File: src/rtl/imem_loader_pkg.sv
// Shared state encoding and sizing constants for the instruction memory boot loader.
package imem_loader_pkg;

  typedef enum logic [2:0] {
    HDR  = 3'd0,
    LOAD = 3'd1,
    CHK  = 3'd2,
    DONE = 3'd3,
    ERR  = 3'd4
  } state_t;

  localparam int BYTES_PER_WORD     = 4;
  localparam int DEFAULT_ADDR_WIDTH = 10;

endpackage

File: src/rtl/imem_loader_word_assembler.sv
// Little-endian byte-to-word assembler. word/word_valid are presented during the
// cycle whose rising edge accepts the 4th byte, so the consumer registers the word on that edge.
module word_assembler
  import imem_loader_pkg::*;
(
  input  logic        clk,
  input  logic        rst,
  input  logic        byte_en,
  input  logic [7:0]  byte_in,
  input  logic        clear,
  output logic [31:0] word,
  output logic        word_valid
);

  logic [1:0]  byte_cnt;
  logic [23:0] low_bytes;

  always_ff @(posedge clk or negedge rst) begin
    if (!rst) begin
      byte_cnt  <= 2'd0;
      low_bytes <= 24'd0;
    end else if (clear) begin
      byte_cnt  <= 2'd0;
      low_bytes <= 24'd0;
    end else if (byte_en) begin
      byte_cnt <= byte_cnt + 2'd1;
      case (byte_cnt)
        2'd0:    low_bytes[7:0]   <= byte_in;
        2'd1:    low_bytes[15:8]  <= byte_in;
        2'd2:    low_bytes[23:16] <= byte_in;
        default: ;
      endcase
    end
  end

  // The top byte is never stored: it is consumed straight off the bus.
  assign word       = {byte_in, low_bytes};
  assign word_valid = byte_en && !clear && (byte_cnt == 2'(BYTES_PER_WORD - 1));

endmodule

File: src/rtl/imem_loader.sv
// Boot loader: fills instruction memory from a byte stream and holds the CPU until done.
// Optional trailer checksum when IMEM_LOADER_CHECKSUM_EN is defined.
module imem_loader
  import imem_loader_pkg::*;
#(
  parameter int ADDR_WIDTH = DEFAULT_ADDR_WIDTH,
  parameter int DATA_WIDTH = 32
) (
  input  logic                  clk,
  input  logic                  rst,
  input  logic                  start,
  input  logic                  in_valid,
  input  logic [7:0]            in_data,
  output logic                  in_ready,
  output logic                  mem_we,
  output logic [ADDR_WIDTH-1:0] mem_addr,
  output logic [DATA_WIDTH-1:0] mem_wdata,
  output logic                  cpu_hold,
  output logic                  done,
  output logic                  error
);

  localparam logic [31:0] MAX_WORDS = 32'd1 << ADDR_WIDTH;
`ifdef IMEM_LOADER_CHECKSUM_EN
  localparam state_t POST_DATA = CHK;
`else
  localparam state_t POST_DATA = DONE;
`endif

  state_t              state_q, state_d;
  logic                byte_en, asm_clear, word_valid, last_word_in;
  logic [31:0]         word;
  logic [ADDR_WIDTH:0] word_idx, word_count;
`ifdef IMEM_LOADER_CHECKSUM_EN
  logic [31:0]         sum_q;
`endif

  assign byte_en      = in_valid && in_ready;
  assign last_word_in = (word_idx == word_count);

  word_assembler u_asm (
    .clk        (clk),
    .rst        (rst),
    .byte_en    (byte_en),
    .byte_in    (in_data),
    .clear      (asm_clear),
    .word       (word),
    .word_valid (word_valid)
  );

  always_ff @(posedge clk or negedge rst) begin
    if (!rst) state_q <= HDR;
    else      state_q <= state_d;
  end

  always_comb begin
    state_d   = state_q;
    in_ready  = 1'b0;
    cpu_hold  = 1'b1;
    done      = 1'b0;
    error     = 1'b0;
    asm_clear = 1'b0;
    case (state_q)
      HDR: begin
        in_ready = 1'b1;
        if (word_valid) begin
          if (word == 32'd0)          state_d = POST_DATA;
          else if (word > MAX_WORDS)  state_d = ERR;
          else                        state_d = LOAD;
        end
      end
      LOAD: begin
        // Stop taking bytes once all words are in; the final write is still in flight.
        in_ready = !last_word_in;
        if (mem_we && last_word_in) state_d = POST_DATA;
      end
`ifdef IMEM_LOADER_CHECKSUM_EN
      CHK: begin
        in_ready = 1'b1;
        if (word_valid) state_d = (word == sum_q) ? DONE : ERR;
      end
`endif
      DONE: begin
        cpu_hold = 1'b0;
        done     = 1'b1;
        if (start) begin
          state_d   = HDR;
          asm_clear = 1'b1;
        end
      end
      ERR: begin
        error = 1'b1;
        if (start) begin
          state_d   = HDR;
          asm_clear = 1'b1;
        end
      end
      default: state_d = HDR;
    endcase
  end

  always_ff @(posedge clk or negedge rst) begin
    if (!rst) begin
      mem_we     <= 1'b0;
      mem_addr   <= '0;
      mem_wdata  <= '0;
      word_idx   <= '0;
      word_count <= '0;
`ifdef IMEM_LOADER_CHECKSUM_EN
      sum_q      <= 32'd0;
`endif
    end else begin
      mem_we <= 1'b0;
      if (state_q == HDR) begin
        word_idx <= '0;
`ifdef IMEM_LOADER_CHECKSUM_EN
        sum_q    <= 32'd0;
`endif
        if (word_valid) word_count <= word[ADDR_WIDTH:0];
      end
      if (state_q == LOAD && word_valid) begin
        mem_we    <= 1'b1;
        mem_addr  <= word_idx[ADDR_WIDTH-1:0];
        mem_wdata <= word;
        word_idx  <= word_idx + {{ADDR_WIDTH{1'b0}}, 1'b1};
`ifdef IMEM_LOADER_CHECKSUM_EN
        sum_q     <= sum_q + word;
`endif
      end
    end
  end

endmodule

File: config.mk
export PLATFORM = sky130hd
export DESIGN_NAME = imem_loader
export DESIGN_NICKNAME = d
export VERILOG_FILES = /design/src/rtl/imem_loader_pkg.sv /design/src/rtl/imem_loader_word_assembler.sv /design/src/rtl/imem_loader.sv
export SDC_FILE = /design/constraint.sdc
export NUM_CORES = 1
export LEC_CHECK = 0
export ABC_AREA = 1
export CAP_MARGIN = 25
export CORE_ASPECT_RATIO = 2
export CORE_MARGIN = 5
export CORE_UTILIZATION = 38
export CTS_CLUSTER_DIAMETER = 80
export CTS_CLUSTER_SIZE = 28
export DETAILED_ROUTE_END_ITERATION = 8
export GPL_TIMING_DRIVEN = 0
export SYNTH_ARGS = -nofsm -noshare
export SYNTH_HDL_FRONTEND = slang
export SYNTH_HIERARCHICAL = 1
export SYNTH_SLANG_ARGS = --single-unit
File: constraint.sdc
create_clock -name clk -period 2.6 [get_ports clk]
set_input_delay 0.26 -clock clk [delete_from_list [all_inputs] [get_ports clk]]
set_output_delay 0.26 -clock clk [all_outputs]
set_load 0.02 [all_outputs]
==> results of run 1 <==
==> state kept, by name (all words and copies together), names as in the netlist <==
register         flops
u_asm/byte_cnt       2
mem_wdata           32
mem_addr            10
state_q              3
u_asm/low_bytes     24
mem_we               1
word_idx            11
word_count          11
==> critical path, delay by kind of cell (launching register included) <==
family	cells	cell delay [ns]
DFF	1	0.44
and+or+nand+nor	7	0.64
buffers and inverters	2	0.66
==> cells in the mapped netlist <==
master | number | area [µm²]
a21boi_1 | 1 | 7.510
a21oi_1 | 4 | 20.02
and3_1 | 1 | 6.260
buf_12 | 1 | 20.02
buf_2 | 2 | 10.01
buf_4 | 9 | 67.56
buf_6 | 11 | 123.9
clkbuf_1 | 1 | 3.750
clkinv_4 | 3 | 26.28
dfrtp_1 | 94 | 2352
ha_1 | 5 | 62.56
inv_1 | 57 | 214.0
inv_2 | 5 | 18.77
inv_8 | 1 | 11.26
nand2_1 | 185 | 694.4
nand2_2 | 4 | 25.02
nand2_8 | 3 | 60.06
nand3_1 | 33 | 165.2
nand3_2 | 7 | 70.07
nand4_1 | 1 | 6.260
nor2_1 | 42 | 157.7
nor2_2 | 3 | 18.77
nor3_1 | 3 | 15.01
nor3_2 | 1 | 10.01
nor3_4 | 1 | 16.27
o21ai_0 | 13 | 65.06
o21ai_1 | 25 | 125.1
o21ai_2 | 18 | 157.7
o21bai_1 | 1 | 7.510
o22ai_1 | 4 | 25.02
o22ai_2 | 1 | 12.51
o2bb2ai_1 | 1 | 8.760
xnor2_1 | 4 | 35.03
xor2_1 | 3 | 26.28
==> cells by family (layout without fill, tap and decap cells) <==
kind of cell / Yosys count / after routing / synth area share, %
simple gates: 284 / 284 / 26.80
flops: 94 / 94 / 50.63
fa+ha+maj: 5 / 5 / 1.347
buf+inv: 90 / 167 / 10.67
xor+xnor: 7 / 7 / 1.320
compound gates: 68 / 68 / 9.238
==> power by group through the flow <==
stage               sequential [µW]  clock, µW  combinational, µW
finish                         1870       1420               1330
global route                   1890       1500               1490
global placement               1880          0               1300
detailed placement             1890          0               1330
floorplan                      1840          0                964
CTS                            1860       1450               1350
==> cells in the final DEF, fill, tap and decap left out, types with 4 or more instances in the layout <==
master           count
nand2_1            184
dfrtp_1             94
clkdlybuf4s50_1     57
inv_1               54
nor2_1              42
nand3_1             33
o21ai_1             25
o21ai_2             18
o21ai_0             13
buf_4               11
buf_6               10
clkbuf_16            9
inv_2                8
nand3_2              7
nand2_2              5
ha_1                 5
xnor2_1              4
a21oi_1              4
o22ai_1              4
clkinv_4             4
==> metrics by stage <==
step / utilization, % / hold WS (ns) / setup TNS, ns / power (µW)
2_1_floorplan: - / -0.03559 / 0 / 2802
3_5_place_dp: 45.10 / 0.2752 / 0 / 3223
3_3_place_gp: 44.89 / 0.4648 / -201.06 / 3175
6_report: 47.98 / 0.4374 / 0 / 4617
5_1_grt: 47.98 / 0.5014 / -0.0002280 / 4883
4_1_cts: 47.86 / 0.4538 / 0 / 4663
==> per-layer routing <==
| layer | GRT usage (%) | up-vias | routed length (µm) |
|---|---|---|---|
| met2 | 32.25 | 70 | 6762 |
| met5 | 0 | - | 0 |
| met1 | 18.35 | 1772 | 4352 |
| met3 | 3.029 | 26 | 366 |
| met4 | 8.421 | 0 | 456 |
| li1 | - | 1856 | - |
==> layout make-up <==
cell class                      count  area [µm²]
Timing Repair Buffer               61       623.1
Clock buffer                        9       225.2
Fill cell                        1145        6270
Multi-Input combinational cell    364        1800
Inverter                           66       270.3
Clock inverter                      7       97.59
Sequential cell                    94        2352
Buffer                             24       230.2
Tap cell                          147       183.9
==> worst paths after layout <==
kind | start | end | cells after the start
hold reg to reg | mem_addr[6] | mem_addr[6] | 2
setup reg to reg | word_idx[7] | word_idx[7] | 15
max in group asynchronous | rst | mem_wdata[21] | 3
hold / removal | rst | mem_addr[9] | 2
min in group clk | mem_addr[6] | mem_addr[6] | 2
setup / recovery | word_idx[8] | in_ready | 9
==> timing repair <==
item,4_1_cts,5_1_grt
setup endpoints to repair,0,62
endpoints found under the hold margin,39,0
hold buffers,1,0
buffers inserted,0,1
resized for setup,0,7
==> summary.md, run 1 <==
| Metric | Value |
|---|---|
| Outcome | `finished, final reports clean` |
| Worst-Margin Slew | `0.5363 ns` |
| Die width | `88.19 µm` |
| Slew Viols, Final | `0` |
| F_max | `424.8 MHz` |
| Clock network fraction of design power | `30.8%` |
| Initial Util | `38.54%` |
| Post-DP HPWL | `9286 µm` |
| Drt total wl | `11940 µm` |
| Slowest library cell on the worst path | `clkdlybuf4s50_1` |
| Post-synthesis sequential area ratio | `50.63%` |
| Setup ws final | `0.2457 ns` |
| Max stage delay on crit path | `0.55 ns` |
| Vias per Instance | `4.824` |
| Root buffer cell | `clkbuf_16` |
| Seq pwr share | `40.4%` |
| I/O pins | `59` |
| Final period util | `90.55%` |
| CP arrival | `2.09 ns` |
| I/O Buffers | `58` |
| CP required | `2.34 ns` |
| Final-report hold violation count | `0` |
| Site Rows | `57` |
| Worst-case clock buffer depth | `2` |
| Worst-path cell chain | `inv_2 -> nand2_1 -> nand2_1 -> nand2_1 -> nor2_1 -> nand3_1 -> nand2_2 -> nand2_1 -> clkdlybuf4s50_1` |
| Placed inst area | `5435 µm²` |
| Syn Nets | `565` |
| Layout cells sized above 1 | `15.04%` |
| Vias in the first global route | `3958` |
| Gr usage total | `17.51%` |
| Drt wl/cell | `15.46 µm` |
| Avg Synthesized Cell Area | `8.478 µm²` |
| Routed Antenna Nets | `0` |
| Worst VDD drop | `0.4256 mV` |
| Most frequent CP cell | `nand2_1` |
| Hold crit path type | `input pin to async pin` |
| CTS tree | `yes` |
| DR pass1 iterations | `4` |
| Nets | `637` |
| Net load switching power | `1630 µW` |
| First DRT Iteration DRCs | `187` |
| Largest net degree at the start of global routing | `56` |
| Worst-skew pair later-pin latency | `0.35 ns` |
| Relative slew slack | `64.25%` |
| Netlist cell types | `34` |
| Post-route DRC | `0` |
| Switching share of power | `35.30%` |
| H-tree depth | `3` |
| Clk sinks | `94` |
| Layout area overhead | `24.48%` |
| Final Wtd Congestion | `0.8810` |
| First-pass GRT wire length | `19640 µm` |
| Synthesized instance count | `548` |
| Clock slew at reported path FFs | `0.07 ns` |
| Ant. Diodes | `0` |
| LEAKAGE | `0.002797 µW` |
| Internal power | `2987 µW` |
| Yosys warns | `6` |
| Die Area | `14670 µm²` |
| Reg2reg setup slack | `0.28 ns` |
| Clock skew | `0.01184 ns` |
| # setup viols final | `0` |
| Synthesized flop and latch total | `94` |
| Vias after detailed routing | `3724` |
| PD cells | `798.4 nW/µm²` |
| Synthesized area | `4646 µm²` |
| Initial antenna violation count | `0` |
| Comb power frac | `28.8%` |
| CTS Buf Count | `9` |
| Pre-CTS setup slack | `0.05130 ns` |
| Crit path time final | `2.354 ns` |
| Final Cell Area | `5783 µm²` |
| Chip height | `166.4 µm` |
| Post-route insts no fill | `772` |
| Worst Setup End Kind | `output pin` |
| Overflow after GRT | `0` |
| CP max FO | `5` |
| Crit start category | `flop` |
| Maximum Capacitance Violations | `0` |
| Cells after DPL | `754` |
| CP Class | `flop to output pin` |
| Core box area | `12050 µm²` |
(Power assumes the default switching activity.)
==> run 2, diff against run 1 <==
--- a/config.mk
+++ b/config.mk
@@ -8,7 +8,7 @@
 export ABC_AREA = 1
 export CAP_MARGIN = 25
 export CORE_ASPECT_RATIO = 2
-export CORE_MARGIN = 5
+export CORE_MARGIN = 2
 export CORE_UTILIZATION = 38
 export CTS_CLUSTER_DIAMETER = 80
 export CTS_CLUSTER_SIZE = 28
==> summary.md, run 2 (same netlist as run 1, synthesis figures left out) <==
| Metric | Value |
|---|---|
| Largest net degree at the start of global routing | `54 (-3.6%)` |
| CTS tree | `yes` |
| CP max FO | `6 (+1)` |
| Clock slew at reported path FFs | `0.07 ns (about the same)` |
| Layout area overhead | `23.81%` |
| Die Area | `13180 µm² (-10%)` |
| H-tree depth | `3 (unchanged)` |
| Fin util | `47.72% (-0.26 points)` |
| Vias in the first global route | `3825 (-3.4%)` |
| Setup bufs post-CTS | `0 (unchanged)` |
| Maximum Capacitance Violations | `0 (unchanged)` |
| Site Rows | `57 (unchanged)` |
| Worst-skew pair later-pin latency | `0.35 ns (about the same)` |
| Crit path time final | `2.423 ns (+0.06872 ns)` |
| Worst-path cell chain | `inv_1 -> nand2_1 -> nand2_1 -> nand2_1 -> nor2_1 -> nand3_1 -> nand2_2 -> nand2_1 -> clkdlybuf4s50_1` |
| I/O Buffers | `58 (unchanged)` |
| I/O pins | `59 (unchanged)` |
| F_max | `412.7 MHz (-2.8%)` |
| Max stage delay on crit path | `0.54 ns (about the same)` |
| Worst VDD drop | `0.4245 mV (-0.28%)` |
| Routed Antenna Nets | `0 (unchanged)` |
| Worst-case clock buffer depth | `2 (unchanged)` |
| DR pass1 iterations | `5 (+1)` |
| CP Class | `flop to output pin` |
| CP arrival | `2.16 ns (+0.07 ns)` |
| Largest registers | `mem_wdata (32), u_asm/low_bytes (24)` |
| Final-report hold violation count | `0 (unchanged)` |
| Cells after DPL | `754 (unchanged)` |
| Slew Viols, Final | `0 (unchanged)` |
| Most frequent cells in the layout | `184 x nand2_1, 94 x dfrtp_1, 57 x clkdlybuf4s50_1, 55 x inv_1, 42 x nor2_1` |
| Core box area | `12050 µm² (unchanged)` |
| Drt wl/cell | `15.09 µm (-2.4%)` |
| Drt total wl | `11630 µm (-2.6%)` |
| Worst-Margin Slew | `0.6803 ns (+0.1440 ns)` |
| Overflow after GRT | `0 (unchanged)` |
| Most common cell after layout, fill and taps aside | `nand2_1` |
| First-pass GRT wire length | `19330 µm (-1.5%)` |
| Outcome | `finished, final reports clean` |
| Post-route DRC | `0 (unchanged)` |
| Final Cell Area | `5752 µm² (-0.54%)` |
| Max FFs per register | `32 (unchanged)` |
| Clk sinks | `94 (unchanged)` |
| First DRT Iteration DRCs | `209 (+12%)` |
| Gr usage total | `19.54% (+2.0 points)` |
| Ant. Diodes | `0 (unchanged)` |
| Initial antenna violation count | `0 (unchanged)` |
| Clock skew | `0.01215 ns (+0.0003074 ns)` |
| Chip height | `160.4 µm (-3.6%)` |
| Final period util | `93.19% (+2.6 points)` |
| Post-route insts no fill | `771 (-0.13%)` |
| PD cells | `792.0 nW/µm² (-0.80%)` |
| Reg with most FFs | `mem_wdata` |
| Nets | `636 (-0.16%)` |
| Initial Util | `38.54% (unchanged)` |
| Placed inst area | `5428 µm² (-0.14%)` |
| Crit start category | `flop` |
| Hold crit path type | `input pin to async pin` |
| RSZ-0062 raised after global routing | `false` |
| Die width | `82.19 µm (-6.8%)` |
| Vias after detailed routing | `3731 (+0.19%)` |
| Final Wtd Congestion | `0.8680 (-1.5%)` |
| Root buffer cell | `clkbuf_16` |
| CP required | `2.34 ns (about the same)` |
| Worst Setup End Kind | `output pin` |
| Slowest library cell on the worst path | `clkdlybuf4s50_1` |
| Most frequent CP cell | `nand2_1` |
| Pre-CTS setup slack | `0.04301 ns (-0.008292 ns)` |
| LEAKAGE | `0.002779 µW (-0.64%)` |
| Post-Route Setup TNS | `0 ns (unchanged)` |
| Relative slew slack | `54.65% (-9.6 points)` |
| CTS Buf Count | `9 (unchanged)` |
| Vias per Instance | `4.839 (+0.32%)` |
| Setup ws final | `0.1770 ns (-0.06872 ns)` |
| Post-DP HPWL | `9049 µm (-2.6%)` |
| # setup viols final | `0 (unchanged)` |
| Layout cells sized above 1 | `14.74% (-0.30 points)` |
run 2: changes by cell type in the layout (fill, tap and decap cells not counted), sizes merged:
cell | before | now
clkinv | 5 | 4
buf | 26 | 25
inv | 64 | 63
bufinv | 2 | 1
clkbuf | 10 | 12
clkinvlp | 2 | 3
run 2: path summary, 6_finish.rpt:
check	from	end	slack [ns]	cells after the start
setup / recovery	word_idx[8]	in_ready	0.18	9
hold / removal	rst	mem_addr[9]	0.49	2
setup reg to reg	word_idx[8]	mem_wdata[2]	0.19	14
hold reg to reg	mem_addr[0]	mem_addr[0]	0.49	2
max in group asynchronous	rst	mem_wdata[23]	1.43	3
min in group clk	mem_addr[0]	mem_addr[0]	0.49	2
run 2: what timing repair did:
action                                  4_1_cts  5_1_grt
gates resized for setup                       0        5
endpoints found under the setup margin        0       54
hold endpoints to repair                     52        0
hold buffers                                  1        0
run 2: area by class of cell:
type | count | area [µm²]
well taps | 147 | 183.9
clock buffers | 11 | 252.7
clock inverters | 5 | 57.56
repair buffers | 60 | 608.1
flip-flops and latches | 94 | 2352
plain buffers | 24 | 226.5
multi-input cells | 364 | 1800
inverters | 66 | 270.3
fillers | 1191 | 6301
run 2: worst max-delay path: cells and delay by family (launching register included):
family | cells | cell delay, ns
AND/OR/NAND/NOR | 7 | 0.69
buffers and inverters | 2 | 0.69
flip-flops | 1 | 0.43
run 2: where the power goes:
part / leakage (µW) / internal [µW] / switching, µW / total (µW)
Combinational: 0.00134 / 462 / 857 / 1320
Clock: 0.000144 / 796 / 570 / 1370
Sequential: 0.00129 / 1680 / 192 / 1870
Total: 0.00278 / 2940 / 1620 / 4560
run 2: layer usage:
layer	up-vias	GRT usage (%)	share of wire, %
li1	1846	-	-
met3	27	3.539	3.0
met2	65	34.38	56
met4	0	8.864	4.1
met1	1793	22.03	37
met5	-	0	0
run 2: metrics by stage:
step	total power, µW	hold WS, ns
3_5_place_dp	3218	0.3491
3_3_place_gp	3179	0.4652
6_report	4556	0.4852
2_1_floorplan	2802	-0.03559
5_1_grt	4843	0.5059
4_1_cts	4587	0.4901
